[src/rtl/ascon_xor_begin.sv]
// ascon_xor_begin: pre-permutation XOR stage of the ASCON-128 datapath.
// XORs the data block into state word 0 and the key into words 1/2,
// then registers the result (1-cycle latency, one new input per cycle).
// The state is five 64-bit words, word w at [w], so word 0 is the lowest 64 bits.
// Optional macro XOR_BEGIN_VALID_EN adds valid_i/valid_o; state_o then
// captures only on edges where valid_i is high.

package ascon_pack;
  localparam int NUM_WORDS = 5;
  localparam int WORD_W    = 64;
  typedef logic [NUM_WORDS-1:0][WORD_W-1:0] type_state;
endpackage

// One state word: conditional bitwise XOR with its mask.
module ascon_xor_begin_lane #(
  parameter int VEC_W = 64
) (
  input  logic             en,
  input  logic [VEC_W-1:0] word_i,
  input  logic [VEC_W-1:0] mask_i,
  output logic [VEC_W-1:0] word_o
);
  // Gate the mask with the enable, no carries anywhere.
  always_comb word_o = word_i ^ (en ? mask_i : '0);
endmodule

module ascon_xor_begin (
  input  logic            clock_i,
  input  logic            reset_i,
  input  logic            en_xor_data_i,
  input  logic            en_xor_key_i,
  input  logic [63:0]     data_i,
  input  logic [127:0]    key_i,
  input  logic [4:0][63:0] state_i,
  output logic [4:0][63:0] state_o
`ifdef XOR_BEGIN_VALID_EN
  ,
  input  logic            valid_i,
  output logic            valid_o
`endif
);
  import ascon_pack::*;

  localparam int NUM_LANES = NUM_WORDS;
  localparam int VEC_W     = WORD_W;

  logic [NUM_LANES-1:0]            lane_en;
  logic [NUM_LANES-1:0][VEC_W-1:0] lane_mask;
  type_state                       nxt;

  // Word 0 takes the data block, words 1/2 take the key MSB-first,
  // words 3/4 always pass through.
  always_comb begin
    lane_en      = '0;
    lane_mask    = '0;
    lane_en[0]   = en_xor_data_i;
    lane_mask[0] = data_i;
    lane_en[1]   = en_xor_key_i;
    lane_mask[1] = key_i[127:64];
    lane_en[2]   = en_xor_key_i;
    lane_mask[2] = key_i[63:0];
  end

  genvar g;
  generate
    for (g = 0; g < NUM_LANES; g++) begin : g_lane
      ascon_xor_begin_lane #(.VEC_W(VEC_W)) u_lane (
        .en     (lane_en[g]),
        .word_i (state_i[g]),
        .mask_i (lane_mask[g]),
        .word_o (nxt[g])
      );
    end
  endgenerate

`ifdef XOR_BEGIN_VALID_EN
  localparam int STAGES = 1;
  logic [STAGES:0] vld_pipe;

  always_comb vld_pipe[0] = valid_i;

  // Valid follows input by one cycle; state captures only on valid edges.
  always_ff @(posedge clock_i or posedge reset_i) begin
    if (reset_i) begin
      vld_pipe[STAGES:1] <= '0;
      state_o            <= '0;
    end else begin
      vld_pipe[STAGES:1] <= vld_pipe[STAGES-1:0];
      if (valid_i) state_o <= nxt;
    end
  end

  assign valid_o = vld_pipe[STAGES];
`else
  // Capture the XORed state on every edge.
  always_ff @(posedge clock_i or posedge reset_i) begin
    if (reset_i) state_o <= '0;
    else         state_o <= nxt;
  end
`endif

endmodule

[config.mk]
export PLATFORM = sky130hd
export DESIGN_NAME = ascon_xor_begin
export DESIGN_NICKNAME = d
export VERILOG_FILES = /design/src/rtl/ascon_xor_begin.sv
export SDC_FILE = /design/constraint.sdc
export NUM_CORES = 1
export LEC_CHECK = 0
export ABC_CLOCK_PERIOD_IN_PS = 22000
export BUFFER_PORTS_ARGS = -buffer_cell sky130_fd_sc_hd__buf_2
export CORE_AREA = 2 2 325 327
export CTS_BUF_LIST = sky130_fd_sc_hd__clkbuf_4 sky130_fd_sc_hd__clkbuf_8
export CTS_CLUSTER_SIZE = 14
export DETAILED_ROUTE_END_ITERATION = 7
export DIE_AREA = 0 0 327 329
export GPL_TIMING_DRIVEN = 0
export PLACE_DENSITY = 0.35
export SYNTH_ARGS = -nofsm -noshare
export SYNTH_HDL_FRONTEND = slang
export SYNTH_SLANG_ARGS = --single-unit
export TNS_END_PERCENT = 100
[constraint.sdc]
create_clock -name clock_i -period 22 [get_ports clock_i]
set_clock_uncertainty 0.05 [all_clocks]
set_input_delay 4.4 -clock clock_i [delete_from_list [all_inputs] [get_ports clock_i]]
set_output_delay 4.4 -clock clock_i [all_outputs]
set_load 0.02 [all_outputs]
==> metrics.yaml <==
run_status:
  status: "finished clean"
worst_setup_path:
  crit_end: "state_o[84]"
  crit_type: "reg -> out"
  worstPathCellList: "buf_2"
  crit_cells: 1
  critical_path_buf_inv_count: 1
  cp-startpoint: "state_o[84]$_DFF_PP0_"
  path_delay_family: "flip-flops"
  cp_max_fo: 1
  crit_required_ns: 17.55
  cp-start-kind: "register"
  max_stage_delay_ns: 0.46
  critPathCaptureType: "primary output"
  critical_path_arrival_ns: 1.41
  cp_slowest_cell: "dfrtp_1"
sta:
  finalSetupTns_ns: 0
  period_share_pct: 26.6
  rsz0062_at_grt: "false"
  period_minus_slack_ns: 5.86
  max_slew_margin_pct: 48.5
  hold_viol: 0
  whs_ns: 3.71
  fmax_mhz: 171
  setup_viol: 0
  tightestPinTransition_ns: 0.772
  slew_violations: 0
drt:
  wl_um: 53000
  ant_nets: 0
  wl_per_cell_um: 17.2
  route.vias.total: 8815
  drc_errors: 0
  drtIter0Drc: 188
  dr.pass1.iters: 4
  via_per_inst: 2.87
clock_tree:
  cts_root_buf: "clkbuf_8"
  clock_sinks: 320
  ctsHoldBuffers: 0
  htreeDepth: 2
  cts_made_buffers: 61
  postCtsSetupRepairBufs: 0
  cts_tree: "yes"
  clockBufferDepth: 3
  ctsResizeCount: 0
  clk_pin_slew_ns: 0.06
floorplanning:
  core_area_um2: 104000
  initial_utilization_pct: 10.2
  die_area_um2: 108000
  num_rows: 119
  die_y_um: 329
  die_w_um: 327
  boundaryPins: 836
synthesis:
  syn_inst: 726
  syn_area_um2: 10600
  synth_nets: 1242
  ys_seq_area_share_pct: 75.4
  synth_warnings: 0
  synth_area_per_cell_um2: 14.6
  synth_seq_cells: 320
  ys_types: 6
final_layout:
  nets: 2140
  drive_above_1_share_pct: 57.9
  syn_to_final_growth_pct: 69.7
  largest_register_ffs: 320
  reg_top3: "state_o x320"
  largest-register: "state_o"
grt:
  grt_overflow: 0
  track_usage_pct: 9.44
  grt_pass1_vias: 9940
  grt_first_pass_wirelength_um: 71800
  grt_max_degree: 113
  antenna_found_initial: 21
min_path:
  hold_path_class: "in -> reg"
power:
  p_leak_nw: 8.77
  power_mw: 1.58
  vdd.ir_drop.worst_uv: 55.7
  p_per_area_nw_per_um2: 87.6
job:
  maxCapViolations: 0
place:
  port_buffers: 833
  place_hpwl_um: 43600
  place.gp.congestion: 0.884
## how the worst min path moves through the flow
stage | from | to | slack (ns) | cells after the start
final | state_i[303] | state_o[303]$_DFF_PP0_ | 3.71 | 1
after global routing | state_i[248] | state_o[248]$_DFF_PP0_ | 3.63 | 1
after CTS | state_i[273] | state_o[273]$_DFF_PP0_ | 3.59 | 1
after detailed placement | state_i[285] | state_o[285]$_DFF_PP0_ | 4.46 | 1
after global placement | state_i[250] | state_o[250]$_DFF_PP0_ | 4.46 | 1
after floorplan | state_i[192] | state_o[192]$_DFF_PP0_ | 4.38 | 0
## power by group
part | internal [mW] | switching (mW)
clock | 0.391 | 0.285
combinational | 0.0949 | 0.157
sequential | 0.636 | 0.0145
## cell families (layout without fill, tap and decap cells)
kind of cell  count (synthesis)  after routing  share of synthesized area (%)
xor+xnor                    192            192                           15.8
buf+inv                      22            969                           1.98
flops                       320            320                           75.4
other cells                   0             10                              0
simple gates                192            192                           6.79
## stage by stage
stage	setup WS (ns)	area (um2)	instances	utilization (%)
2_1_floorplan	8.69	10600	726	-
3_3_place_gp	4.27	16500	2950	15.8
3_5_place_dp	16.18	16600	2952	15.9
4_1_cts	16.00	18000	3064	17.2
5_1_grt	15.99	18000	3066	17.2
6_report	16.14	18000	3074	17.3
## cell usage after synthesis (all sizes together)
cell     n  share of area [%]
dfrtp  320                 75
nand2  192                6.8
xnor2  192                 16
buf     21                1.9
inv      1              0.035
## routing by layer
layer / up-vias / track usage (%) / wire (um)
met5: - / 0 / 92
met4: 14 / 3.15 / 1560
met3: 113 / 4.98 / 6520
met2: 527 / 15.7 / 25300
met1: 4138 / 10.3 / 19500
li1: 4023 / - / -
## cell usage in the layout, fill, tap and decap left out, drive strengths merged
cell type	count
clkinv	10
bufinv	4
clkbuf	96
xnor2	192
nand2	192
buf	856
inv	3
diode	10
dfrtp	320
## layout make-up
cell class | count | area, um2
Fill cell | 11744 | 86400
Sequential cell | 320 | 8010
Timing Repair Buffer | 835 | 4220
Multi-Input combinational cell | 384 | 2400
Tap cell | 1391 | 1740
Clock buffer | 96 | 1180
Clock inverter | 16 | 218
Buffer | 21 | 206
Antenna cell | 10 | 25.0
Inverter | 1 | 11.3
Power figures use the tool's default switching activity.
